[src/rtl/tt_harness_pkg.sv]
// tt_harness_pkg: shared FSM states, stimulus modes and default tap masks for the stimulus/signature harness
package tt_harness_pkg;
  typedef enum logic [1:0] {IDLE, RST_DUT, RUN, DONE} harness_state_t;
  localparam logic [1:0] MODE_CNT  = 2'd0;
  localparam logic [1:0] MODE_LFSR = 2'd1;
  localparam logic [1:0] MODE_WALK = 2'd2;
  localparam logic [1:0] MODE_HOLD = 2'd3;
  localparam logic [7:0] DEF_LFSR_TAPS = 8'hB8;
  localparam logic [31:0] DEF_MISR_TAPS = 32'h1021;
endpackage

[src/rtl/tt_misr.sv]
// tt_misr: SIG_W-bit multiple-input signature register with clear, enable and XOR-folded input
module tt_misr #(
  parameter int SIG_W = 16,
  parameter int DW = 16,
  parameter logic [31:0] TAPS = 32'h1021
) (
  input  logic             clk,
  input  logic             rst,
  input  logic             en,
  input  logic             clr,
  input  logic [DW-1:0]    din,
  output logic [SIG_W-1:0] sig,
  output logic [SIG_W-1:0] sig_nxt
);
  logic [SIG_W-1:0] fold;
  always_comb begin
    fold = '0;
    for (int i = 0; i < DW; i++) fold[i % SIG_W] = fold[i % SIG_W] ^ din[i];
    sig_nxt = clr ? '0 : en ? {sig[SIG_W-2:0], ^(sig & TAPS[SIG_W-1:0])} ^ fold : sig;
  end
  always_ff @(posedge clk or posedge rst)
    if (rst) sig <= '0;
    else sig <= sig_nxt;
endmodule

[src/rtl/tt_stim_sig_harness.sv]
// tt_stim_sig_harness: drives a TinyTapeout-style DUT from a pattern generator and checks its MISR signature
module tt_stim_sig_harness
  import tt_harness_pkg::*;
#(
  parameter int IN_W = 8,
  parameter int UIO_W = 8,
  parameter int OUT_W = 8,
  parameter int SIG_W = 16,
  parameter int NUM_CYCLES = 256,
  parameter int RST_CYCLES = 4,
  parameter int CAP_LAT = 1,
  parameter logic [7:0] LFSR_TAPS = DEF_LFSR_TAPS,
  parameter logic [31:0] MISR_TAPS = DEF_MISR_TAPS
) (
  input  logic                  clk,
  input  logic                  rst,
  input  logic                  start,
  input  logic [1:0]            mode,
  input  logic [IN_W+UIO_W-1:0] seed,
  input  logic [SIG_W-1:0]      expected,
  output logic [IN_W-1:0]       dut_ui_in,
  output logic [UIO_W-1:0]      dut_uio_in,
  output logic                  dut_ena,
  output logic                  dut_rst_n,
  input  logic [OUT_W-1:0]      dut_uo_out,
  input  logic [UIO_W-1:0]      dut_uio_out,
  input  logic [UIO_W-1:0]      dut_uio_oe,
  output logic                  busy,
  output logic                  done,
  output logic                  pass,
  output logic [SIG_W-1:0]      signature
);
  localparam int SW = IN_W + UIO_W;
  localparam int RUN_LEN = NUM_CYCLES + CAP_LAT;
  localparam int CW = $clog2((RST_CYCLES > RUN_LEN ? RST_CYCLES : RUN_LEN) + 1);
  localparam logic [CW-1:0] RST_LAST = CW'(RST_CYCLES - 1);
  localparam logic [CW-1:0] RUN_LAST = CW'(RUN_LEN - 1);
  localparam logic [CW-1:0] STIM_LAST = CW'(NUM_CYCLES - 1);
  localparam logic [CW-1:0] CAP_FIRST = CW'(CAP_LAT);
  harness_state_t state;
  logic [1:0] mode_q;
  logic [SW-1:0] stim, stim_nxt, seed_ld;
  logic [CW-1:0] cnt;
  logic [SIG_W-1:0] sig_nxt;
  logic go, cap_en, last;
  assign go = start && (state == IDLE || state == DONE);
  assign cap_en = state == RUN && cnt >= CAP_FIRST;
  assign last = state == RUN && cnt == RUN_LAST;
  assign dut_ui_in = stim[IN_W-1:0];
  assign dut_uio_in = stim[IN_W +: UIO_W] & ~dut_uio_oe;
  // zero seeds would lock the LFSR and leave nothing to walk, so they load 1
  always_comb begin
    seed_ld = (seed == '0 && (mode == MODE_LFSR || mode == MODE_WALK)) ? SW'(1) : seed;
    stim_nxt = mode_q == MODE_CNT  ? stim + SW'(1) :
               mode_q == MODE_LFSR ? {stim[SW-2:0], ^(stim[7:0] & LFSR_TAPS)} :
               mode_q == MODE_WALK ? {stim[SW-2:0], stim[SW-1]} : stim;
  end
  always_ff @(posedge clk or posedge rst) begin
    if (rst) begin
      state <= IDLE;
      mode_q <= MODE_CNT;
      stim <= '0;
      cnt <= '0;
      busy <= 1'b0;
      done <= 1'b0;
      pass <= 1'b0;
      dut_ena <= 1'b0;
      dut_rst_n <= 1'b0;
    end else if (go) begin
      state <= RST_DUT;
      mode_q <= mode;
      stim <= seed_ld;
      cnt <= '0;
      busy <= 1'b1;
      done <= 1'b0;
      pass <= 1'b0;
      dut_ena <= 1'b1;
      dut_rst_n <= 1'b0;
    end else if (state == RST_DUT) begin
      cnt <= cnt == RST_LAST ? '0 : cnt + CW'(1);
      if (cnt == RST_LAST) begin
        state <= RUN;
        dut_rst_n <= 1'b1;
      end
    end else if (state == RUN) begin
      cnt <= cnt + CW'(1);
      if (cnt < STIM_LAST) stim <= stim_nxt;
      if (last) begin
        state <= DONE;
        busy <= 1'b0;
        done <= 1'b1;
        pass <= sig_nxt == expected;
      end
    end else if (state == DONE) begin
      pass <= sig_nxt == expected;
    end
  end
  tt_misr #(.SIG_W(SIG_W), .DW(OUT_W + UIO_W), .TAPS(MISR_TAPS)) u_misr (
    .clk(clk),
    .rst(rst),
    .en(cap_en),
    .clr(go),
    .din({dut_uo_out, dut_uio_out & dut_uio_oe}),
    .sig(signature),
    .sig_nxt(sig_nxt)
  );
endmodule

[config.mk]
export PLATFORM = sky130hd
export DESIGN_NAME = tt_stim_sig_harness
export DESIGN_NICKNAME = d
export VERILOG_FILES = /design/src/rtl/tt_harness_pkg.sv /design/src/rtl/tt_misr.sv /design/src/rtl/tt_stim_sig_harness.sv
export SDC_FILE = /design/constraint.sdc
export NUM_CORES = 1
export LEC_CHECK = 0
export ABC_AREA = 1
export BUFFER_PORTS_ARGS = -buffer_cell sky130_fd_sc_hd__buf_2
export CELL_PAD_IN_SITES_DETAIL_PLACEMENT = 1
export CELL_PAD_IN_SITES_GLOBAL_PLACEMENT = 1
export CORE_MARGIN = 3
export CORE_UTILIZATION = 41
export CTS_BUF_LIST = sky130_fd_sc_hd__clkbuf_2 sky130_fd_sc_hd__clkbuf_4 sky130_fd_sc_hd__clkbuf_8
export DETAILED_ROUTE_END_ITERATION = 10
export GPL_TIMING_DRIVEN = 0
export HOLD_SLACK_MARGIN = 0.06
export PLACE_DENSITY_LB_ADDON = 0.1
export SYNTH_ARGS = -nofsm -noshare
export SYNTH_HDL_FRONTEND = slang
export SYNTH_HIERARCHICAL = 1
export SYNTH_SLANG_ARGS = --single-unit
export TNS_END_PERCENT = 10
[constraint.sdc]
create_clock -name clk -period 4.1 [get_ports clk]
set_input_delay 0.82 -clock clk [delete_from_list [all_inputs] [get_ports clk]]
set_output_delay 0.82 -clock clk [all_outputs]
set_load 0.02 [all_outputs]
# == After elaboration in Yosys (flattened, before gate mapping) ==
# Index checks and enable logic that the tools add are counted.
# W data, S select, Z words.
# word_totals
reg_bits,50
in_bits,61
output_inout_bits,37
# classes
addsub,2
order_cmp,2
eq_ne,13
n_mux,35
bitwise,4
n_reduce_logical,25
# op_table
op,n
$mux W16,10
$mux W9,4
$add A16 B1 Y16 const B,1
$and A8 B8 Y8,2
$eq A16 B16 Y1,1
$logic_not A16 Y1,1
$mux W1,16
$reduce_xor A16 Y1,1
$xor A16 B16 Y16,1
$mux W2,5
$reduce_bool A2 Y1,5
$add A9 B1 Y9 const B,1
$eq A9 B2 Y1 const B,1
$eq A9 B9 Y1 const B,1
$ge A9 B1 Y1 const B,1
$lt A9 B8 Y1 const B,1
$reduce_and A3 Y1,3
$reduce_bool A3 Y1,3
$eq A2 B2 Y1 const B,4
$not A8 Y8,1
$reduce_xor A8 Y1,1
$eq A2 B1 Y1 const B,3
$logic_and A1 B1 Y1,4
$logic_not A2 Y1,2
other kinds (7),8

# == Longest topological paths before layout ==
# logic_depth
depth_word,9
depth_mapped,19
depth_no_buf,16

# == Cells and area by module ==
# The synthesis kept the hierarchy.
# modules_own_cells
module,instances,cells_per_inst,area_per_inst_um2
tt_stim_sig_harness,1,464,2932.8
tt_misr,1,112,890.9

# == Least setup slack after synthesis ==
# OpenSTA, ideal clock, no wires.
# synth_timing
path_kind,input-to-reg
start,input start
end,register pass
arrival_time_ns,2.389
t_required_ns,4.035
path_slack_ns,1.646
stages,16
n_path_buf,4
path_cell_list,nand2_1 > inv_1 > buf_2 > buf_2 > clkbuf_2 > buf_2 > nor2_1 > o21ai_0 > inv_1 > xnor2_1 > nand2_1 > nor2_1 > nand2_1 > nor2_1 > nand3_1 > nand2_1
# synth_between
elab_chain_len,7
elab_cells_between_ends,12
# synth_rtl
item,line,text
start: declaration,tt_stim_sig_harness.sv:17,"input logic start,"
$logic_and A1 B1 Y1 (*),tt_stim_sig_harness.sv:46,assign go = start && (state == IDLE || state == DONE);
named net go,tt_stim_sig_harness.sv:45,"logic go, cap_en, last;"
$mux W16 (*),tt_misr.sv:19,"sig_nxt = clr ? '0 : en ? {sig[SIG_W-2:0], ^(sig & TAPS[SIG_W-1:0])} ^ fold : sig;"
named net sig_nxt[10],tt_stim_sig_harness.sv:44,logic [SIG_W-1:0] sig_nxt;
$eq A16 B16 Y1 (*),"tt_stim_sig_harness.sv:92, tt_stim_sig_harness.sv:95",
$mux W1 (on tied branches),"tt_stim_sig_harness.sv:94, tt_stim_sig_harness.sv:88",
$mux W1 (*),tt_stim_sig_harness.sv:85,end else if (state == RUN) begin
$mux W1 (*),tt_stim_sig_harness.sv:79,end else if (state == RST_DUT) begin
$mux W1 (*),tt_stim_sig_harness.sv:69,end else if (go) begin
end signal: assignment,tt_stim_sig_harness.sv:92,pass <= sig_nxt == expected;
end signal: assignment,tt_stim_sig_harness.sv:95,pass <= sig_nxt == expected;
end: declaration,tt_stim_sig_harness.sv:30,"output logic pass,"
# The timed path passes the listed nets; every way through them passes the cells marked *. The select of a mux whose other input is x is not followed.
# A chain may end at the register's enable or synchronous reset.

# == Final worst setup path ==
# layout_timing
start,register state[0]
end,register pass
# layout_between
elab_chain_len,9
elab_cells_between_ends,20
# layout_rtl
item,line,text
start: declaration,tt_stim_sig_harness.sv:40,harness_state_t state;
start signal: assignment,tt_stim_sig_harness.sv:60,state <= IDLE;
start signal: assignment,tt_stim_sig_harness.sv:70,state <= RST_DUT;
start signal: assignment,tt_stim_sig_harness.sv:82,state <= RUN;
$eq A2 B2 Y1 / $logic_not A2 Y1 (equally long branches),tt_stim_sig_harness.sv:46,
$logic_or A1 B1 Y1 (*),tt_stim_sig_harness.sv:46,
$logic_and A1 B1 Y1 (*),tt_stim_sig_harness.sv:46,
named net go,tt_stim_sig_harness.sv:45,
$mux W16 (*),tt_misr.sv:19,
named net sig_nxt[11],tt_stim_sig_harness.sv:44,
$eq A16 B16 Y1 (*),"tt_stim_sig_harness.sv:92, tt_stim_sig_harness.sv:95",
$mux W1 (on tied branches),"tt_stim_sig_harness.sv:94, tt_stim_sig_harness.sv:88",
$mux W1 (*),tt_stim_sig_harness.sv:85,
$mux W1 (*),tt_stim_sig_harness.sv:79,
$mux W1 (*),tt_stim_sig_harness.sv:69,
# Marked as above.

==> flow_summary.yaml <==
timing:
  setup_viol_count_final: 0
  grt_setup_unrepaired: "false"
  max_freq_mhz: 329
  final.period_utilization: 0.742
  slew_violations: 0
  clock-skew-final_ns: 0.00604
  finalWorstPathRequiredPeriod_ns: 3.04
  final.setup.worst_slack_ns: 1.06
  tightest_slew_ns: 0.759
  max_slew_margin: 0.493
  finalHoldViolations: 0
  timing.setup.tns_ns: 0
global_route:
  grt_usage: 0.237
  maximum_number_of_pins_on_one_net_before_global_route_repair: 20
  antenna_violations_before_repair: 0
  grt_pass1_wl_um: 19800
  first_global_vias: 4094
  overflow: 0
place:
  detailed_place_hpwl_um: 9570
  place.gp.congestion: 0.847
  portBuffers: 97
  dpl_worst_slack_ns: 0.917
setup_path:
  crit_path_start: "state[0]"
  worst_setup_path_end_kind: "register"
  required_time_at_the_endpoint_of_the_critical_path_ns: 4.37
  crit-reg2reg-launch: "state[0]"
  crit_path_max_fanout: 10
  cp.arrival_ns: 3.31
  worst_setup_path_start_kind: "register"
  critPathKind: "reg2reg"
cells_and_area:
  fraction_of_final_layout_cells_with_drive_strength_greater_than_1: 0.229
  num_antenna_cells: 0
  register_area_um2: 1250
  area_delta_synth_final_pct: 19.6
  num-nets-final: 753
  nFillCells: 1247
  multi_input_comb_area_um2: 2030
pwr:
  total_power_mw: 3.69
  worst_ir_drop_vdd_v: 0.000308
  combPwrFrac: 0.663
  p_int_mw: 1.69
  sw_frac_of_total: 0.541
  power.density_nw_per_um2: 806
  share_seq_of_total_power: 0.247
  leakagePower_nw: 2.64
  p_switching_mw: 1.99
  clock_power_share: 0.090
clock_tree:
  cts.repair.resized: 0
  cts_tree: "done"
  cts_root_buf: "clkbuf_8"
  htreeDepth: 2
  clock_sink_count: 50
  clkLatencyLatePin_ns: 0.32
  post-cts-setup-buffers: 0
  cts_buf_count: 5
  cts.reportedPaths.clkPinSlew_ns: 0.10
  clockBufferDepth: 2
  holdBufCountCts: 0
routing:
  avgRoutedWirePerCell_um: 15.2
  drc: 0
  ant_nets: 0
  vias: 3970
  drt_first_iter_violations: 116
  drt_pass1_iterations: 4
  totalWireLength_um: 12000
  vias_per_cell: 5.03
logic_synthesis:
  netlist_instances: 576
  synth.cell_area_um2: 3820
  asyncSetResetFlopFracSynth: 1.00
  ys_top_cells_by_count: "117 x nand2_1, 103 x nor2_1, 95 x inv_1, 50 x dfrtp_1, 34 x nand3_1"
  synth.lib_cells_used.distinct: 32
  post-synth-top-area-fraction: 0.327
  ys.warnings.count: 6
  ys_top_cells_by_area: "dfrtp_1 33%, nand2_1 11%, nor2_1 10%"
  ys_ff_latch: 50
  dominantRegCellSynth: "dfrtp_1"
  synth-seq-area-share: 0.327
  syn-num-nets: 648
  synth_edf_count: 0
  postSynthAreaPerCell_um2: 6.64
  synthMostInstantiatedCell: "nand2_1"
  synthDominantAreaCellType: "dfrtp_1"
hold_path:
  min_path_type: "reg2reg"
  worstHoldStart: "dut_ena"
run_status:
  status: "finished, final reports clean"
die:
  fp.dieH_um: 103
  floorplan.initialDensity: 0.430
  pin_count: 98
  design.core.area_um2: 8890
  die-area_um2: 10500
  floorplan.die.width_um: 103
  row_count: 34
flow_run:
  maxCapViolations: 0
sequential cells by signal (all words and copies together), names as in the netlist:
name and count:
stim 16, u_misr/sig 16, cnt 9, mode_q 2, state 2, busy 1, done 1, dut_ena 1
dut_rst_n 1, pass 1
critical path, stage by stage (launching register included):
cell	delay (ns)
dfrtp_1	0.46
inv_1	0.07
ha_1	0.27
nand2_1	0.14
inv_1	0.13
buf_2	0.25
buf_2	0.27
clkbuf_2	0.25
buf_2	0.28
nor2_1	0.07
o21ai_0	0.10
inv_1	0.11
nand2_1	0.07
o21ai_0	0.07
nor2_1	0.12
nand3_1	0.08
nor2_1	0.10
nand3_1	0.07
nand2_1	0.06
layer usage:
| metal | track usage | wire, µm | part of all wire | up-vias |
|---|---|---|---|---|
| met5 | 0 | 0 | 0 | - |
| met4 | 0.0454 | 110 | 0.0092 | 0 |
| met3 | 0.0298 | 509 | 0.042 | 8 |
| met2 | 0.420 | 5780 | 0.48 | 84 |
| met1 | 0.313 | 5600 | 0.47 | 1897 |
| li1 | - | - | - | 1981 |
worst paths after layout:
kind,end,slack [ns],depth (start not counted)
setup / recovery,pass,1.06,18
hold / removal,dut_ena,0.47,1
setup reg to reg,pass,1.06,18
hold reg to reg,dut_ena,0.47,1
max in group asynchronous,stim[2],2.92,3
min in group asynchronous,u_misr/sig[7],0.59,2
through the flow:
stage           util  hold WS [ns]  std cells  cell area, µm²
6_report       0.514         0.474        790            4570
2_1_floorplan      -         0.458        576            3820
4_1_cts        0.514         0.484        790            4570
5_1_grt        0.514         0.499        790            4570
3_5_place_dp   0.503         0.451        782            4470
3_3_place_gp   0.500         0.446        781            4440
cells in the final DEF (no fill, tap or decap), drive strengths merged:
| master | count |
|---|---|
| buf | 122 |
| clkbuf | 7 |
| inv | 98 |
| dfrtp | 50 |
| a22oi | 1 |
| nand2 | 126 |
| nand4 | 9 |
| ha | 11 |
| a21oi | 27 |
| nand3b | 1 |
| nor4 | 1 |
| o22ai | 4 |
| nor2 | 106 |
| nor3 | 4 |
| xor2 | 23 |
| a41oi | 1 |
| clkinv | 2 |
| o21ai | 41 |
| xnor2 | 9 |
| or2 | 2 |
| nand3 | 37 |
power groups by stage:
stage	Clock, mW	Sequential (mW)	Combinational (mW)
5_1_grt	0.359	0.945	2.76
2_1_floorplan	0	0.960	1.69
6_report	0.332	0.912	2.44
3_5_place_dp	0	0.916	2.43
3_3_place_gp	0	0.907	2.33
4_1_cts	0.342	0.909	2.45
final cells by class:
class,count,share of cell area
multi-input combinational,403,0.444
sequential,50,0.274
timing repair buffer,98,0.112
inverter,98,0.0810
buffer,25,0.0375
tap,108,0.0296
clock buffer,6,0.0181
clock inverter,2,0.00383
logic make-up after synthesis:
kind of cell	count (synthesis)	share of synthesized area
compound gates	74	0.106
flops	50	0.327
buf+inv	123	0.142
simple gates	286	0.316
fa+ha+maj	11	0.0360
xor+xnor	32	0.0733
(Power assumes the default switching activity.)
